File: src/rtl/fsm_traffic_pkg.sv
// rtl/fsm_traffic_pkg.sv - shared state, light codes and phase duration helpers
package fsm_traffic_pkg;

    typedef enum logic [2:0] {
        NS_GREEN  = 3'd0,
        NS_YELLOW = 3'd1,
        ALLRED_1  = 3'd2,
        EW_GREEN  = 3'd3,
        EW_YELLOW = 3'd4,
        ALLRED_2  = 3'd5,
        WALK      = 3'd6
    } state_e;

    typedef enum logic {
        DIR_NS = 1'b0,
        DIR_EW = 1'b1
    } dir_e;

    localparam logic [1:0] LIGHT_RED    = 2'b00;
    localparam logic [1:0] LIGHT_YELLOW = 2'b01;
    localparam logic [1:0] LIGHT_GREEN  = 2'b10;

    function automatic int max4(input int a, input int b, input int c, input int d);
        int m;
        m = a;
        if (b > m) m = b;
        if (c > m) m = c;
        if (d > m) m = d;
        return m;
    endfunction

    // Unused codes time out like an all-red clearance.
    function automatic int dur_sel(input state_e s, input int g, input int y,
                                   input int ar, input int w);
        case (s)
            NS_GREEN, EW_GREEN:   return g;
            NS_YELLOW, EW_YELLOW: return y;
            WALK:                 return w;
            default:              return ar;
        endcase
    endfunction

endpackage

File: src/rtl/fsm_traffic_ctrl_phase_timer.sv
// rtl/fsm_traffic_ctrl_phase_timer.sv - loadable down-counter flagging phase expiry
module phase_timer #(
    parameter int CNT_W   = 4,
    parameter int RST_VAL = 0
) (
    input  logic             clk,
    input  logic             reset_n,
    input  logic             en,
    input  logic             load,
    input  logic [CNT_W-1:0] load_val,
    output logic             expired
);

    logic [CNT_W-1:0] cnt_q;
    logic [CNT_W-1:0] cnt_d;

    // Holding at zero keeps a one-cycle phase from wrapping.
    always_comb begin
        cnt_d = cnt_q;
        if (load) begin
            cnt_d = load_val;
        end else if (en && (cnt_q != '0)) begin
            cnt_d = cnt_q - 1'b1;
        end
    end

    always_ff @(posedge clk or negedge reset_n) begin
        if (!reset_n) begin
            cnt_q <= CNT_W'(RST_VAL);
        end else begin
            cnt_q <= cnt_d;
        end
    end

    assign expired = (cnt_q == '0);

endmodule

File: src/rtl/fsm_traffic_ctrl.sv
// rtl/fsm_traffic_ctrl.sv - two-road intersection Moore FSM with pedestrian walk phase
module fsm_traffic_ctrl
    import fsm_traffic_pkg::*;
#(
    parameter int GREEN_CYC  = 8,
    parameter int YELLOW_CYC = 3,
    parameter int ALLRED_CYC = 2,
    parameter int WALK_CYC   = 5,
    parameter int CNT_W      = $clog2(max4(GREEN_CYC, YELLOW_CYC, ALLRED_CYC, WALK_CYC)) + 1
) (
    input  logic       clk,
    input  logic       reset_n,
    input  logic       en,
    input  logic       ped_req,
    output logic [1:0] light_ns,
    output logic [1:0] light_ew,
    output logic       walk,
    output logic       ped_pending,
    output logic [2:0] state_o
);

    state_e           state_q, state_d;
    dir_e             next_dir_q, next_dir_d;
    logic             ped_pending_q, ped_pending_d;
    logic             expired;
    logic             load;
    logic [CNT_W-1:0] load_val;

    phase_timer #(
        .CNT_W   (CNT_W),
        .RST_VAL (ALLRED_CYC - 1)
    ) u_timer (
        .clk      (clk),
        .reset_n  (reset_n),
        .en       (en),
        .load     (load),
        .load_val (load_val),
        .expired  (expired)
    );

    always_comb begin
        state_d    = state_q;
        next_dir_d = next_dir_q;
        if (en) begin
            case (state_q)
                NS_GREEN:  if (expired) state_d = NS_YELLOW;
                NS_YELLOW: if (expired) state_d = ALLRED_1;
                ALLRED_1: if (expired) begin
                    next_dir_d = DIR_EW;
                    state_d    = ped_pending_q ? WALK : EW_GREEN;
                end
                EW_GREEN:  if (expired) state_d = EW_YELLOW;
                EW_YELLOW: if (expired) state_d = ALLRED_2;
                ALLRED_2: if (expired) begin
                    next_dir_d = DIR_NS;
                    state_d    = ped_pending_q ? WALK : NS_GREEN;
                end
                WALK: if (expired) state_d = (next_dir_q == DIR_EW) ? EW_GREEN : NS_GREEN;
                default: state_d = ALLRED_2;
            endcase
        end
        // No state loops to itself, so any change of state is a phase entry.
        load          = (state_d != state_q);
        load_val      = CNT_W'(dur_sel(state_d, GREEN_CYC, YELLOW_CYC, ALLRED_CYC, WALK_CYC) - 1);
        ped_pending_d = ped_req | (ped_pending_q & ~(load & (state_d == WALK)));
    end

    always_ff @(posedge clk or negedge reset_n) begin
        if (!reset_n) begin
            state_q       <= ALLRED_2;
            next_dir_q    <= DIR_NS;
            ped_pending_q <= 1'b0;
        end else begin
            state_q       <= state_d;
            next_dir_q    <= next_dir_d;
            ped_pending_q <= ped_pending_d;
        end
    end

    always_comb begin
        light_ns = LIGHT_RED;
        light_ew = LIGHT_RED;
        walk     = 1'b0;
        case (state_q)
            NS_GREEN:  light_ns = LIGHT_GREEN;
            NS_YELLOW: light_ns = LIGHT_YELLOW;
            EW_GREEN:  light_ew = LIGHT_GREEN;
            EW_YELLOW: light_ew = LIGHT_YELLOW;
            WALK:      walk     = 1'b1;
            default: ;
        endcase
    end

    assign ped_pending = ped_pending_q;
    assign state_o     = state_q;

endmodule

File: config.mk
export PLATFORM = sky130hd
export DESIGN_NAME = fsm_traffic_ctrl
export DESIGN_NICKNAME = d
export VERILOG_FILES = /design/src/rtl/fsm_traffic_pkg.sv /design/src/rtl/fsm_traffic_ctrl_phase_timer.sv /design/src/rtl/fsm_traffic_ctrl.sv
export SDC_FILE = /design/constraint.sdc
export NUM_CORES = 1
export LEC_CHECK = 0
export ABC_AREA = 1
export BUFFER_PORTS_ARGS = -buffer_cell sky130_fd_sc_hd__buf_2
export CAP_MARGIN = 0
export CORE_MARGIN = 2
export CORE_UTILIZATION = 47
export CTS_CLUSTER_SIZE = 30
export DETAILED_ROUTE_END_ITERATION = 16
export PLACE_DENSITY = 0.68
export SYNTH_ARGS = -nofsm -noshare
export SYNTH_HDL_FRONTEND = slang
export SYNTH_SLANG_ARGS = --single-unit
export TNS_END_PERCENT = 100
File: constraint.sdc
create_clock -name clk -period 2.5 [get_ports clk]
set_input_delay 0.5 -clock clk [delete_from_list [all_inputs] [get_ports clk]]
set_output_delay 0.5 -clock clk [all_outputs]
set_load 0.1 [all_outputs]
### Word level (Yosys, flattened, before mapping)

Index checks and enable logic that the tools add are counted.

| storage, ports and cells | value |
|---|---|
| register bits | 9 |
| bits in latches | 0 |
| RAM bits | 0 |
| bits in read-only memories | 0 |
| input port bits | 4 |
| output and inout bits | 9 |
| word-level logic and storage cells | 54 |
| memories | 0 |

| cells by class | value |
|---|---|
| add/sub/neg operators | 2 |
| multiply operators | 0 |
| div/mod/pow operators | 0 |
| $lt $le $gt $ge | 0 |
| equality and inequality tests | 13 |
| shifts and indexed selects | 0 |
| multiplexer cells | 21 |
| bitwise operators | 4 |
| reduce and logical (&&, ||, !) cells | 10 |

Operators with widths:

| kind | count |
|---|---|
| two-way mux 3 bit | 10 |
| one-hot mux 3 bit (7 select lines) | 1 |
| equality test 3 bit (second input constant) | 5 |
| one-hot mux 4 bit (3 select lines) | 1 |
| equality test 3 x 2 -> 1 bit (second input constant) | 3 |
| two-way mux 4 bit | 2 |
| one-hot mux 2 bit (2 select lines) | 2 |
| equality test 3 x 1 -> 1 bit (second input constant) | 2 |
| logical NOT 3 bit | 2 |
| logical NOT 4 bit | 1 |
| inequality test 2 bit (second input constant) | 2 |
| AND reduction 4 bit | 1 |
| nonzero test 2 bit | 2 |
| nonzero test 4 bit | 1 |
| OR reduction 2 bit | 2 |
| subtractor 4 x 1 -> 4 bit (second input constant) | 1 |
| subtractor 4 x 2 -> 4 bit (second input constant) | 1 |
| two-way mux 1 bit | 3 |
| inequality test 3 bit | 1 |
| AND 1 bit | 2 |
| two-way mux 2 bit | 1 |
| one-hot mux 1 bit (2 select lines) | 1 |
| logical AND 1 bit | 1 |
| inverter 1 bit | 1 |
| bitwise OR 1 bit | 1 |

### Longest topological paths before layout

| logic depth | value |
|---|---|
| depth after elaboration | 9 |
| mapped depth | 16 |
| mapped depth without buffers | 16 |

### Cells and area by module

From an unflattened synthesis, not the netlist that was laid out.

| second synthesis, totals | value |
|---|---|
| cell total of the unflattened synthesis | 143 |
| area, all modules | 927.1 µm² |

Modules (own cells, without submodules):

| module | times used | cells an instance | area an instance (µm²) | sequential area each (µm²) |
|---|---|---|---|---|
| fsm_traffic_ctrl | 1 | 97 | 630.6 | 127.6 |
| phase_timer | 1 | 46 | 296.5 | 101.3 |

### Worst setup path after synthesis

OpenSTA, ideal clock, no wires.

| timing | value |
|---|---|
| path type | register -> register |
| start point | register state_q[1] (netlist: state_o[1]) |
| end point | register ped_pending_q (netlist: ped_pending) |
| library setup time | 0.120 ns |
| arrival | 3.238 ns |
| required time | 2.380 ns |
| setup slack | -0.858 ns |
| stages on the path, launching flop included | 13 |
| buffers on the path | 1 |
| period minus slack after synthesis | 3.358 ns |
| cells stage by stage | dfrtp_1 -> buf_4 -> inv_2 -> nand2_1 -> nor2_1 -> nand2_1 -> nand2_1 -> nor2_2 -> nand2_1 -> nand3_1 -> nor2_2 -> nand2_2 -> a21o_1 |

| on the way | value |
|---|---|
| longest elaborated chain between the ends | 8 |
| elaborated cells between the ends (all ways) | 22 |
| those cells by class | eq/ne (8); mux (9); bitwise (4); reduce/logical (1) |

Ends and longest elaborated chain:

| what | line | text |
|---|---|---|
| start, declared | fsm_traffic_ctrl.sv:22 | `state_e state_q, state_d;` |
| start signal, assigned | fsm_traffic_ctrl.sv:74 | `state_q <= state_d;` |
| equality test 3 bit (tied with other cells) | fsm_traffic_ctrl.sv:45 | `case (state_q)` |
| one-hot mux 3 bit (7 select lines) | fsm_traffic_ctrl.sv:45 |  |
| two-way mux 3 bit | fsm_traffic_ctrl.sv:44 | `if (en) begin` |
| inequality test 3 bit or equality test 3 bit (tied branches) | fsm_traffic_ctrl.sv:63, fsm_traffic_ctrl.sv:65 |  |
| AND 1 bit * | fsm_traffic_ctrl.sv:65 | `ped_pending_d = ped_req \| (ped_pending_q & ~(load & (state_d == WALK)));` |
| inverter 1 bit * | fsm_traffic_ctrl.sv:65 |  |
| AND 1 bit * | fsm_traffic_ctrl.sv:65 |  |
| bitwise OR 1 bit * | fsm_traffic_ctrl.sv:65 |  |
| net ped_pending_d | fsm_traffic_ctrl.sv:24 | `logic ped_pending_q, ped_pending_d;` |
| end signal, assigned | fsm_traffic_ctrl.sv:76 | `ped_pending_q <= ped_pending_d;` |
| end, declared | fsm_traffic_ctrl.sv:24 |  |

Mark *: on every way through the listed nets, which the timed path passes. The rest lies on a longest branch.
A chain may end at the register's enable or synchronous reset.

### Worst setup path after layout

| timing | value |
|---|---|
| start point | register state_q[2] (netlist: state_o[2]) |
| end point | output port walk |

| on the way | value |
|---|---|
| longest elaborated chain between the ends | 2 |

Ends and longest elaborated chain:

| what | line | text |
|---|---|---|
| equality test 3 bit | fsm_traffic_ctrl.sv:84 | `case (state_q)` |
| two-way mux 1 bit | fsm_traffic_ctrl.sv:84 |  |
| end, declared | fsm_traffic_ctrl.sv:17 | `output logic walk,` |

Every way passes these cells.

==> key figures <==
Run status
  • Status: finished, final reports clean

Timing
  • RSZ-0062 raised after global routing: no
  • Skew final: 1.21 ps
  • Worst-Margin Slew: around 480 ps
  • Setup-failing EPs final: 0
  • Post-layout min period: approximately 2100 ps
  • Tcrit/Tclk final: 0.860
  • Slew Limit Fails: 0
  • Final hold violations: 0
  • Fmax: 465 MHz
  • Rel. slew slack: 0.679
  • Worst hold slack: around 82 ps

Synth
  • Ys Warns: 0
  • Syn nets: about 130
  • Top area cells in the synthesized netlist: dfrtp_1 18%, nand2_1 17%, dfstp_2 9.3%, nand3_1 7.1%, inv_1 5.8%
  • Syn avg cell area: around 7.1 sq um
  • Sequential share of the synthesized area: 0.270
  • Area share of the largest cell type after synthesis: 0.177
  • Cell taking the most area after synthesis: dfrtp_1
  • Syn Inst Count: 120
  • Synthesized flop and latch total: 9
  • Synth unique cells: 28
  • Netlist Area Pre-Place: about 850 sq um

Floorplanning
  • Boundary pin count: 13
  • Chip height: ~46 microns
  • Core Region: 1710 sq um
  • Die Width: roughly 46 microns
  • Initial Utilization: 0.497
  • Die ar.: approximately 2200 sq um
  • # rows: 15

Global routing
  • Largest net degree at the start of global routing: 12
  • Grt total ovfl: 0
  • Vias in the first global route: 696
  • Gr usage total: 0.194
  • First-pass GRT wire length: just under 3000 microns
  • Antenna violations before repair: 0

Placed design
  • GP Congestion: approximately 0.94
  • Dpl cells: approximately 150
  • Post-DP HPWL: ~1500 microns
  • Buffers on Ports: 12

Worst setup path
  • Slowest cell delay on critical path: 690 ps
  • Worst path bufs/invs: 2
  • CP endpoint kind: primary output
  • Required time worst endpoint: around 2000 ps
  • Delay-heaviest family, CP: flip-flops
  • Crit path max-delay cell type: dfstp_4
  • CP max FO: 10
  • Critical setup path kind: flip-flop to primary output
  • Crit path launch type: flip-flop
  • R2R Setup Slk: approximately 430 ps
  • WP data arrival: around 1700 ps
  • Crit path cell chain: inv_2 -> nor2_4 -> buf_2

CTS
  • Hold_buf cts: 0
  • Clk sinks: 9
  • CTS Buffer Depth: 2
  • TritonCTS Buffers: 3
  • Post-CTS setup buffers: 0
  • CTS resizes: 0
  • Clk pin slew, worst setup/hold paths: ~60 ps
  • Root Driver: clkbuf_4
  • Skew-Pair Late Insertion Delay: roughly 260 ps
  • H-tree Lvls: 1
  • CTS tree: yes

Routing
  • DRC: 0
  • DR vias: around 790
  • Drt first-iter violations: 15
  • Drt first pass iters: 4
  • Vias/cell: between 5 and 6
  • ANT nets after route: 0
  • Final wirelength: ~1800 microns
  • WL/cell: 11.3 microns

Layout
  • Share of layout cells above drive strength 1: 0.361
  • Number of fill cells: 168
  • Antenna Cells: 0
  • Most common cell after layout, fill and taps aside: nand2_1
  • Nets@finish: ~140
  • Most frequent cells in the layout: 38 x nand2_1, 12 x inv_1, 12 x buf_2
  • Finished Layout Cells: roughly 160
  • Layout area overhead: 13.1%

Job
  • Max-Cap Viols: 0

Min path
  • Class of the worst hold path: input pin to asynchronous set/reset pin
synth_stat cells:
cell      instances
nor2_2            3
inv_2             3
nand3_2           3
dfrtp_1           6
nand2_4           4
xnor2_1           1
a21boi_1          1
nand2_1          38
o21bai_2          1
buf_4             1
nand2_2           7
buf_6             2
ha_1              1
dfstp_2           3
inv_1            13
xor2_1            2
a21o_1            1
nand3_1          12
o21ai_1           2
o21ai_2           1
o31ai_1           2
nor2_1            3
nor2_4            1
a21oi_1           2
nand4_1           4
nor4_1            1
nand3_4           1
a21oi_2           1
registers in the layout, indices dropped and copies added, names as in the netlist:
signal / flops
u_timer.cnt_q: 4
state_o: 3
ped_pending: 1
next_dir_q: 1
worst register-to-register path, delay by kind of cell, from the launching register on:
kind	cells	cell delay, ps
and+or+nand+nor	9	890
DFF	1	530
adders and majority gates	1	250
AOI/OAI and AO/OA	1	160
buffers and inverters	2	120
metrics by stage:
step                 util  TNS, ps  instance area [sq um]  setup WS (ps)
floorplan               -    -17.8                    872          -17.8
global placement    0.547        0                    933            484
detailed placement  0.547        0                    933            437
CTS                 0.562        0                    960            342
global route        0.562        0                    960            266
finish              0.562        0                    960            351
routing by layer:
metal / wire, microns / up-vias / part of all wire / track usage
li1: - / 414 / - / -
met1: 796 / 364 / 0.45 / 0.239
met2: 924 / 10 / 0.52 / 0.325
met3: 31 / 4 / 0.017 / 0.0118
met4: 34 / 0 / 0.019 / 0.120
met5: 0 / - / 0 / 0
path summary, 6_finish.rpt:
check / cells past startpoint / startpoint / to
hold reg to reg: 2 / u_timer.cnt_q[1] / u_timer.cnt_q[1]
setup / recovery: 3 / state_o[2] / walk
max in group asynchronous: 1 / reset_n / u_timer.cnt_q[0]
setup reg to reg: 13 / u_timer.cnt_q[0] / ped_pending
min in group clk: 2 / ped_req / ped_pending
hold / removal: 1 / reset_n / state_o[1]
layout make-up:
class / instances / area (sq um) / share of cell area
Clock buffer: 4 / 26.3 / 0.0274
Inverter: 16 / 63.8 / 0.0665
Multi-Input combinational cell: 92 / 544 / 0.567
Sequential cell: 9 / 234 / 0.244
Tap cell: 25 / 31.3 / 0.0326
Timing Repair Buffer: 12 / 60.1 / 0.0626
cells by family after synthesis:
family                     count (synthesis)  synth area share
xor gates and xnor gates                   3            0.0310
adders and majority gates                  1            0.0147
DFF                                        9             0.270
AOI/OAI and AO/OA                         11            0.0929
buffers and inverters                     19             0.106
and+or+nand+nor                           77             0.485
Power is left out: the tool's default activity adds up to more than one toggle a clock period on the data nets, which glitch-free logic cannot reach.
